--- config.mk ---
export PLATFORM = sky130hd
export DESIGN_NAME = countdown_timer
export DESIGN_NICKNAME = d
export VERILOG_FILES = /design/src/rtl/countdown_timer.sv
export SDC_FILE = /design/constraint.sdc
export NUM_CORES = 1
export LEC_CHECK = 0
export ABC_AREA = 1
export CORE_UTILIZATION = 62
export CTS_CLUSTER_SIZE = 25
export DETAILED_ROUTE_END_ITERATION = 10
export PLACE_DENSITY = 0.86
export SLEW_MARGIN = 30
export SYNTH_ARGS = -nofsm -noshare
export SYNTH_HDL_FRONTEND = slang
export SYNTH_SLANG_ARGS = --single-unit
--- constraint.sdc ---
create_clock -name clk_i -period 2.98 [get_ports clk_i]
set_input_delay 0.298 -clock clk_i [delete_from_list [all_inputs] [get_ports clk_i]]
set_output_delay 0.298 -clock clk_i [all_outputs]
set_load 0.02 [all_outputs]
--- src/rtl/countdown_timer.sv ---
// Countdown timer: minutes/seconds down-counter with a 1 Hz prescaler.
//
// Parameters:
//   TICK_DIV     - clk cycles per one-second decrement.
// Ports:
//   clk_i        - system clock; all state changes on the rising edge.
//   rst_i        - asynchronous, active-high reset.
//   load_i       - one-cycle pulse; captures load_min_i/load_sec_i (clamped to 59).
//   load_min_i   - preset minutes, 0-63.
//   load_sec_i   - preset seconds, 0-63.
//   start_i      - one-cycle pulse; begins or resumes counting.
//   stop_i       - one-cycle pulse; pauses counting.
//   minutes_o    - minutes remaining.
//   seconds_o    - seconds remaining.
//   running_o    - high while counting.
//   done_o       - one-cycle pulse when the count reaches 00:00.
//   expired_o    - high while the timer sits expired at 00:00.
module countdown_timer #(
    parameter int unsigned TICK_DIV = 100_000_000
) (
    input  logic       clk_i,
    input  logic       rst_i,
    input  logic       load_i,
    input  logic [5:0] load_min_i,
    input  logic [5:0] load_sec_i,
    input  logic       start_i,
    input  logic       stop_i,
    output logic [5:0] minutes_o,
    output logic [5:0] seconds_o,
    output logic       running_o,
    output logic       done_o,
    output logic       expired_o
);

    localparam int unsigned PW = (TICK_DIV > 1) ? $clog2(TICK_DIV) : 1;
    localparam logic [PW-1:0] PrescMax = PW'(TICK_DIV - 1);

    typedef enum logic [1:0] {
        StIdle,
        StRun,
        StPause,
        StExpired
    } state_e;

    state_e        state_q, state_d;
    logic [PW-1:0] presc_q, presc_d;
    logic [5:0]    min_q, min_d;
    logic [5:0]    sec_q, sec_d;
    logic          done_q, done_d;
    logic          running_q, running_d;
    logic          expired_q, expired_d;

    logic          tick;
    logic          count_nz;

    assign tick     = (state_q == StRun) && (presc_q == PrescMax);
    assign count_nz = (min_q != 6'd0) || (sec_q != 6'd0);

    always_comb begin
        state_d = state_q;
        presc_d = presc_q;
        min_d   = min_q;
        sec_d   = sec_q;
        done_d  = 1'b0;

        if (load_i) begin
            // Load wins over start/stop and restarts from a clean idle state.
            state_d = StIdle;
            presc_d = '0;
            min_d   = (load_min_i > 6'd59) ? 6'd59 : load_min_i;
            sec_d   = (load_sec_i > 6'd59) ? 6'd59 : load_sec_i;
        end else begin
            unique case (state_q)
                StIdle: begin
                    if (start_i && !stop_i && count_nz) begin
                        state_d = StRun;
                        presc_d = '0;
                    end
                end
                StRun: begin
                    presc_d = tick ? '0 : presc_q + PW'(1);
                    if (tick) begin
                        if (sec_q != 6'd0) begin
                            sec_d = sec_q - 6'd1;
                        end else begin
                            sec_d = 6'd59;
                            min_d = min_q - 6'd1;
                        end
                    end
                    // Reaching 00:00 on this tick takes precedence over a pause.
                    if (tick && min_q == 6'd0 && sec_q == 6'd1) begin
                        state_d = StExpired;
                        done_d  = 1'b1;
                    end else if (stop_i) begin
                        state_d = StPause;
                    end
                end
                StPause: begin
                    // Prescaler is kept so the resumed second is not lengthened.
                    if (start_i && !stop_i && count_nz) begin
                        state_d = StRun;
                    end
                end
                StExpired: begin
                end
                default: state_d = StIdle;
            endcase
        end

        // Status flags are registered copies of the next state so they never glitch.
        running_d = (state_d == StRun);
        expired_d = (state_d == StExpired);
    end

    always_ff @(posedge clk_i or posedge rst_i) begin
        if (rst_i) begin
            state_q   <= StIdle;
            presc_q   <= '0;
            min_q     <= 6'd0;
            sec_q     <= 6'd0;
            done_q    <= 1'b0;
            running_q <= 1'b0;
            expired_q <= 1'b0;
        end else begin
            state_q   <= state_d;
            presc_q   <= presc_d;
            min_q     <= min_d;
            sec_q     <= sec_d;
            done_q    <= done_d;
            running_q <= running_d;
            expired_q <= expired_d;
        end
    end

    assign minutes_o = min_q;
    assign seconds_o = sec_q;
    assign running_o = running_q;
    assign done_o    = done_q;
    assign expired_o = expired_q;

endmodule

* Yosys cells after proc, flatten, opt, wreduce, memory -nomap -nowiden
Index checks and enable logic that the tools add are counted.
Cells by class: shift operators 0, reductions and logical operators 18, add/sub/neg operators 3, $lt $le $gt $ge 2, bitwise logic cells 0, divide/modulo/power cells 0, equal/unequal tests 8, muxes and demuxes 22, multiply operators 0
Operators with widths (count):
- 27-bit two-way mux | 3
- 6-bit two-way mux | 10
- 27-bit case mux with 2 select lines | 1
- 27-bit by 1-bit adder with 27-bit output, second input constant | 1
- 27-bit equality test, second input constant | 1
- 6-bit > comparator, second input constant | 2
- 6-bit nonzero test | 2
- 6-bit by 1-bit subtractor with 6-bit output, second input constant | 2
- 2-bit two-way mux | 4
- 6-bit by 1-bit equality test with 1-bit output, second input constant | 1
- 6-bit logical NOT | 1
- 1-bit logical AND | 5
- 2-bit by 1-bit equality test with 1-bit output, second input constant | 2
- 2-bit equality test, second input constant | 2
- 2-bit case mux with 2 select lines | 1
- 2-bit AND reduction | 2
- 2-bit nonzero test | 2
- 1-bit two-way mux | 3
- 3-bit != test, second input constant | 1
- 3-bit AND reduction | 1
- 3-bit nonzero test | 1
- 2-bit logical NOT | 1
- 2-bit != test, second input constant | 1
- 2-bit OR reduction | 1
- 2 further kinds | 2
Word-level totals: bits in registers 44, RAM bits 0, memories 0, bits in latches 0, memory bits (read-only) 0

* Longest topological paths before layout
Gate-level depths: netlist (run 1).
depth after elaboration 8, mapped depth 13, depth with buffers taken out 12

* Least setup slack after synthesis (run 1)
OpenSTA, ideal clock, no wires.
path kind register -> register, from register min_q[0] (netlist: minutes_o[0]), to register presc_q[13], cell stages (with the launch flop) 14, arrival time 1.554 ns, slack 1.308 ns, clock period less this slack 1.672 ns, path buffers 1, required time 2.861 ns, library setup time 0.119 ns, path through dfrtp_1 > inv_1 > ha_1 > inv_1 > nor2_2 > nand3_1 > inv_1 > nand2_1 > nand2_1 > nand2_1 > nand2_2 > buf_4 > nand3_1 > nand2_1
On the way: word-level cells in the longest chain between the ends 5
RTL lines:
- start: declaration | RTL line 47 | logic [5:0] min_q, min_d;
- start signal: assignment | RTL line 127 | min_q <= min_d;
- 6-bit nonzero test | RTL line 57 | assign count_nz = (min_q != 6'd0) || (sec_q != 6'd0);
- 1-bit logical OR | RTL line 57
- 1-bit logical AND | RTL line 75 | if (start_i && !stop_i && count_nz) begin
- 3-bit != test (no line)
- 2-bit AND reduction (no line)
- end signal: assignment | RTL line 126 | presc_q <= presc_d;
- end: declaration | RTL line 46 | logic [PW-1:0] presc_q, presc_d;
No other way between the ends. A chain may end at the register's enable or synchronous reset.

* Worst setup path after layout (run 1)
from register presc_q[0], to register presc_q[18]
On the way: word-level cells in the longest chain between the ends 5
RTL lines:
- branches (longest 2 deep; another with 27-bit by 1-bit adder with 27-bit output)
- 27-bit two-way mux (*) | RTL line 81 | presc_d = tick ? '0 : presc_q + PW'(1);
- 27-bit case mux with 2 select lines (*) | RTL line 73 | unique case (state_q)
- 27-bit two-way mux (*) | RTL line 66 | if (load_i) begin
Every way passes the cells marked *.

==> flow_summary.yaml, run 1 <==
synthesis:
  synth_seq_area_share: 0.353
  synth_area_mm2: 0.00312
  syn-num-nets: 481
  synth_edf_count: 0
  synthDistinctLibCells: 37
  synthArstFlopShare: 1.00
  netlist_instances: 459
  ys_ff_latch: 44
  yosys_warnings: 0
  syn_area_per_cell_um2: 6.80
  synthFlopType: "dfrtp_1"
clock_tree:
  h-tree-depth: 2
  numCtsBuffers: 5
  cts_tree: "done"
  cts-resized-gates: 0
  path_clk_slew_ns: 0.09
  cts_setup_buffers: 0
  cts_sinks: 44
  cts_root_buf: "clkbuf_8"
  cts-hold-fix-buffers: 0
  worstSkewPairLatency_ns: 0.30
  cts_buffer_depth: 2
timing:
  skew_ns: 0.00647
  finalSetupViolations: 0
  layout_min_cycle_time_ns: 2.01
  maxSlewViolCount: 0
  post-route-period-util: 0.675
  rsz0062_at_grt: "no"
  finalSetupTns_ns: 0
  hold_viol: 0
  relSlewSlack: 0.608
  timing.fmax_ghz: 0.497
  worstMarginPinSlew_ns: 0.588
job:
  max_cap_violations: 0
place:
  post_dp_cell_area_mm2: 0.00350
  io_buffers: 31
  hpwlAfterDp_mm: 5.43
  place.gp.congestion: 0.937
routing:
  routedWlPerCell_um: 13.3
  dr.pass1.iters: 4
  drc: 0
  ant_nets: 0
  first_iter_violations: 189
  vias_per_cell: 5.53
  vias: 3093
  routed_wl_mm: 7.42
grt:
  grt_pass1_vias: 2985
  gr-total-overflow: 0
  antenna_found_initial: 0
  grt_pass1_wl_mm: 12.9
  grt_max_degree: 45
  grt_use_total: 0.311
die:
  start_util: 0.653
  die_height_um: 73.0
  die_w_um: 73.0
  num_io_pins: 32
  core_mm2: 0.00479
  std_cell_rows: 25
  die_area_mm2: 0.00532
setup_path:
  critical_path_required_ns: 3.16
  crit_arrival_ns: 2.19
  startpoint_type: "flop"
  path_class: "flop to flop"
  endpoint_kind: "flop"
  worstPathMaxFanout: 15
layout:
  layout-drive-gt1-share: 0.0772
  postLayoutCellArea_mm2: 0.00361
  mostFrequentLayoutCells: "nand2_1, nor2_1, nand3_1"
  insertedDiodeCount: 0
  nets: 513
  syn_to_final_growth_pct: 15.6
  layout_commonest_cell: "nand2_1"
pwr:
  vdd_ir_drop_max_mv: 0.295
  leakage_uw: 0.00166
  power_density_mw_per_mm2: 420
hold_path:
  hold_class: "input pin to asynchronous set/reset pin"
status:
  outcome: "finished clean"
-- sequential cells by signal, summed over array words and instances, names as in the netlist --
register,cells
done_o,1
expired_o,1
minutes_o,6
presc_q,27
running_o,1
seconds_o,6
state_q,2
-- critical path, cell delays in order (launching register included) --
cell,delay (ns)
dfrtp_1,0.45
ha_1,0.31
inv_2,0.10
nor2_8,0.18
nand2_4,0.11
nor2_2,0.13
nand3_2,0.32
nand4_1,0.23
nand2_1,0.07
-- power breakdown --
group	switching, µW	total [µW]	internal [µW]
sequential	39.9	672	632
clock	209	458	249
combinational	226	384	159
-- per-stage QoR --
step	instances	power, µW	utilization	hold slack, ns	setup WS [ns]
after CTS	559	1520	0.754	0.468	0.954
final	559	1510	0.754	0.446	0.970
after detailed placement	551	1070	0.732	0.506	0.766
after global placement	551	1060	0.732	0.497	0.877
after floorplan	459	920	-	0.468	1.31
after global routing	559	1590	0.754	0.500	0.671
-- per-layer routing --
layer,track usage,share of wire
met1,0.371,0.41
met4,0.124,0.025
met2,0.564,0.52
met5,0,0
met3,0.0442,0.045
-- cells in the mapped netlist, types with 3 or more instances --
cell type / number / area [µm²]
o21ai_1: 4 / 20.0
ha_1: 5 / 62.6
xor2_1: 17 / 149
dfrtp_1: 44 / 1100
nand3_1: 51 / 255
nand4_1: 18 / 113
o21ai_2: 4 / 35.0
nor2_2: 5 / 31.3
nand2_2: 5 / 31.3
nand2_1: 137 / 514
nor2_1: 64 / 240
clkbuf_1: 5 / 18.8
o21a_1: 3 / 22.5
inv_1: 48 / 180
o22ai_1: 4 / 25.0
o21ai_0: 17 / 85.1
-- kinds of logic after synthesis --
| kind of cell | Yosys count | share of synthesized area |
|---|---|---|
| compound gates | 38 | 0.0733 |
| xor+xnor | 19 | 0.0533 |
| fa+ha+maj | 5 | 0.0200 |
| buf+inv | 62 | 0.0797 |
| flops | 44 | 0.353 |
| simple gates | 291 | 0.421 |
-- final cells by class --
| type | count | area, µm² |
|---|---|---|
| Fill cell | 383 | 1180 |
| Clock inverter | 2 | 35.0 |
| Timing Repair Buffer | 36 | 348 |
| Sequential cell | 44 | 1100 |
| Multi-Input combinational cell | 353 | 1780 |
| Inverter | 51 | 194 |
| Clock buffer | 6 | 72.6 |
| Tap cell | 67 | 83.8 |
-- worst paths after layout --
check                      startpoint           to  slack, ns  cells after the start
min in group clk_i         presc_q[1]   presc_q[1]       0.52                      2
hold / removal                  rst_i   presc_q[2]       0.45                      3
hold reg to reg            presc_q[1]   presc_q[1]       0.52                      2
max in group asynchronous       rst_i  presc_q[26]       2.16                      3
setup reg to reg           presc_q[0]  presc_q[18]       0.97                      8
setup / recovery           presc_q[0]  presc_q[18]       0.97                      8
Power figures use the tool's default switching activity.
==> inputs of run 2 (changes only) <==
- CORE_UTILIZATION: 62 -> 57
- PLACE_DENSITY: 0.86 -> 0.8
- clock period: 2.98 -> 1.9 ns (I/O delays scaled with it)
==> run 2 against run 1 <==
Critical path type unchanged. Utilization down 4.8 points. Clock skew is 0.0018 ns lower. Worst hold slack worse by 0.28 ns. Die area up 8.5%. Critical path depth did not move. Clock power is 40% higher. Global-route usage down 3.4 points. Worst setup slack worse by 0.86 ns. Combinational power increased by 62%. Count of clock-buffer cells in the layout increased by 1. Register-to-register slack got worse by 0.86 ns. Largest power group unchanged. Non-clock buffer count grew 5.
==> flow_summary.yaml, run 2 (synthesis results as in run 1) <==
timing:
  timing.final.ws_setup_ns: 0.111
  layout_min_cycle_time_ns: 1.79
  maxSlewViolCount: 0
  timing.fmax_ghz: 0.559
  hold_viol: 0
  rsz0062_at_grt: "yes"
  worstMarginPinSlew_ns: 0.536
  finalSetupViolations: 0
  skew_ns: 0.00466
  relSlewSlack: 0.641
  post-route-period-util: 0.942
die:
  start_util: 0.600
  die_height_um: 76.0
  die_area_mm2: 0.00578
  core_mm2: 0.00520
  std_cell_rows: 26
  die_w_um: 76.0
  num_io_pins: 32
setup_path:
  path_cells: "ha_1, inv_2, nor2_8, nand2_4, nor2_2, nand3_2, nand4_1, nand2_1"
  crit_arrival_ns: 1.97
  r2r_start: "presc_q[0]"
  r2r_slack_ns: 0.11
  max_stage_delay_ns: 0.42
  r2r_cells: 8
  reg2reg_to: "presc_q[13]"
  critical_path_required_ns: 2.09
  slowest_stage: "dfrtp_1"
  path_class: "flop to flop"
  endpoint_kind: "flop"
  worstPathMaxFanout: 15
  startpoint_type: "flop"
grt:
  grt_use_total: 0.277
  grt_pass1_vias: 2968
  antenna_found_initial: 0
  gr-total-overflow: 0
  grt_max_degree: 33
  grt_pass1_wl_mm: 12.9
layout:
  largest_reg_flops: 27
  nets: 518
  syn_to_final_growth_pct: 17.6
  mostFrequentLayoutCells: "nand2_1, nor2_1, nand3_1"
  regArea_mm2: 0.00110
  nFillCells: 474
  layout-drive-gt1-share: 0.0867
  top_register: "presc_q"
  insertedDiodeCount: 0
  layout_commonest_cell: "nand2_1"
  postLayoutCellArea_mm2: 0.00367
  multiInputGateArea_mm2: 0.00178
  final_cell_count_no_fill: 566
pwr:
  leakage_uw: 0.00170
  vdd_ir_drop_max_mv: 0.436
  power_density_mw_per_mm2: 630
routing:
  vias: 3103
  drc: 0
  routedWlPerCell_um: 13.4
  ant_nets: 0
  dr.pass1.iters: 4
  first_iter_violations: 239
  vias_per_cell: 5.48
  routed_wl_mm: 7.59
clock_tree:
  path_clk_slew_ns: 0.08
  cts_root_buf: "clkbuf_8"
  cts_buffer_depth: 2
  cts_tree: "done"
  h-tree-depth: 2
  cts_sinks: 44
  worstSkewPairLatency_ns: 0.30
  numCtsBuffers: 5
place:
  place.gp.congestion: 0.935
  post_dp_cell_area_mm2: 0.00356
  pre_cts_ws_ns: 0.106
  dpl.cell_count: 558
  hpwlAfterDp_mm: 5.71
  io_buffers: 31
hold_path:
  hold_class: "input pin to asynchronous set/reset pin"
status:
  outcome: "finished clean"
job:
  max_cap_violations: 0
run 2: worst max-delay path, delay by kind of cell (launching register included):
family,cells,cell delay (ns)
adders and majority gates,1,0.21
buffers and inverters,1,0.08
DFF,1,0.42
and+or+nand+nor,6,0.96
run 2: stage by stage:
stage	util	hold WS (ns)	setup TNS, ns	power, µW
final	0.706	0.171	0	2320
after CTS	0.703	0.181	0	2320
after global routing	0.706	0.230	-0.0136	2420
after global placement	0.684	0.489	0	1670
after detailed placement	0.684	0.497	0	1680
after floorplan	-	0.381	0	1440
run 2: timing repair:
| action | 4_1_cts | 5_1_grt |
|---|---|---|
| endpoints found under the hold margin | 0 | 0 |
| resized for setup | 0 | 6 |
| hold buffers | 0 | 0 |
| setup endpoints to repair | 0 | 22 |
| setup buffers | 0 | 1 |
run 2: worst max-delay path by stage:
stage                     slack [ns]         start          end  depth (start not counted)
after floorplan                 0.23  minutes_o[0]  presc_q[13]                         13
after global placement          0.17  minutes_o[0]  presc_q[10]                         12
after detailed placement        0.11  minutes_o[0]  presc_q[11]                         12
after CTS                       0.08  minutes_o[0]  presc_q[11]                         12
after global routing           -0.01  minutes_o[0]   presc_q[8]                         12
final                           0.11    presc_q[0]  presc_q[13]                          8
run 2: layout make-up:
| class | count | share of cell area |
|---|---|---|
| Multi-Input combinational cell | 353 | 0.485 |
| Sequential cell | 44 | 0.300 |
| Timing Repair Buffer | 41 | 0.113 |
| Inverter | 51 | 0.0528 |
| Clock buffer | 7 | 0.0262 |
| Tap cell | 70 | 0.0238 |
run 2: metal layers:
metal | wire length, µm | vias up | track usage
met5 | 0 | - | 0
met4 | 282 | 0 | 0.137
met3 | 315 | 21 | 0.0371
met2 | 3810 | 94 | 0.500
met1 | 3190 | 1450 | 0.324
li1 | - | 1538 | -
run 2: power by group:
part | switching (µW) | total (µW) | internal (µW)
logic | 356 | 621 | 265
registers | 58.9 | 1050 | 992
clock network | 319 | 643 | 324
total | 734 | 2320 | 1580
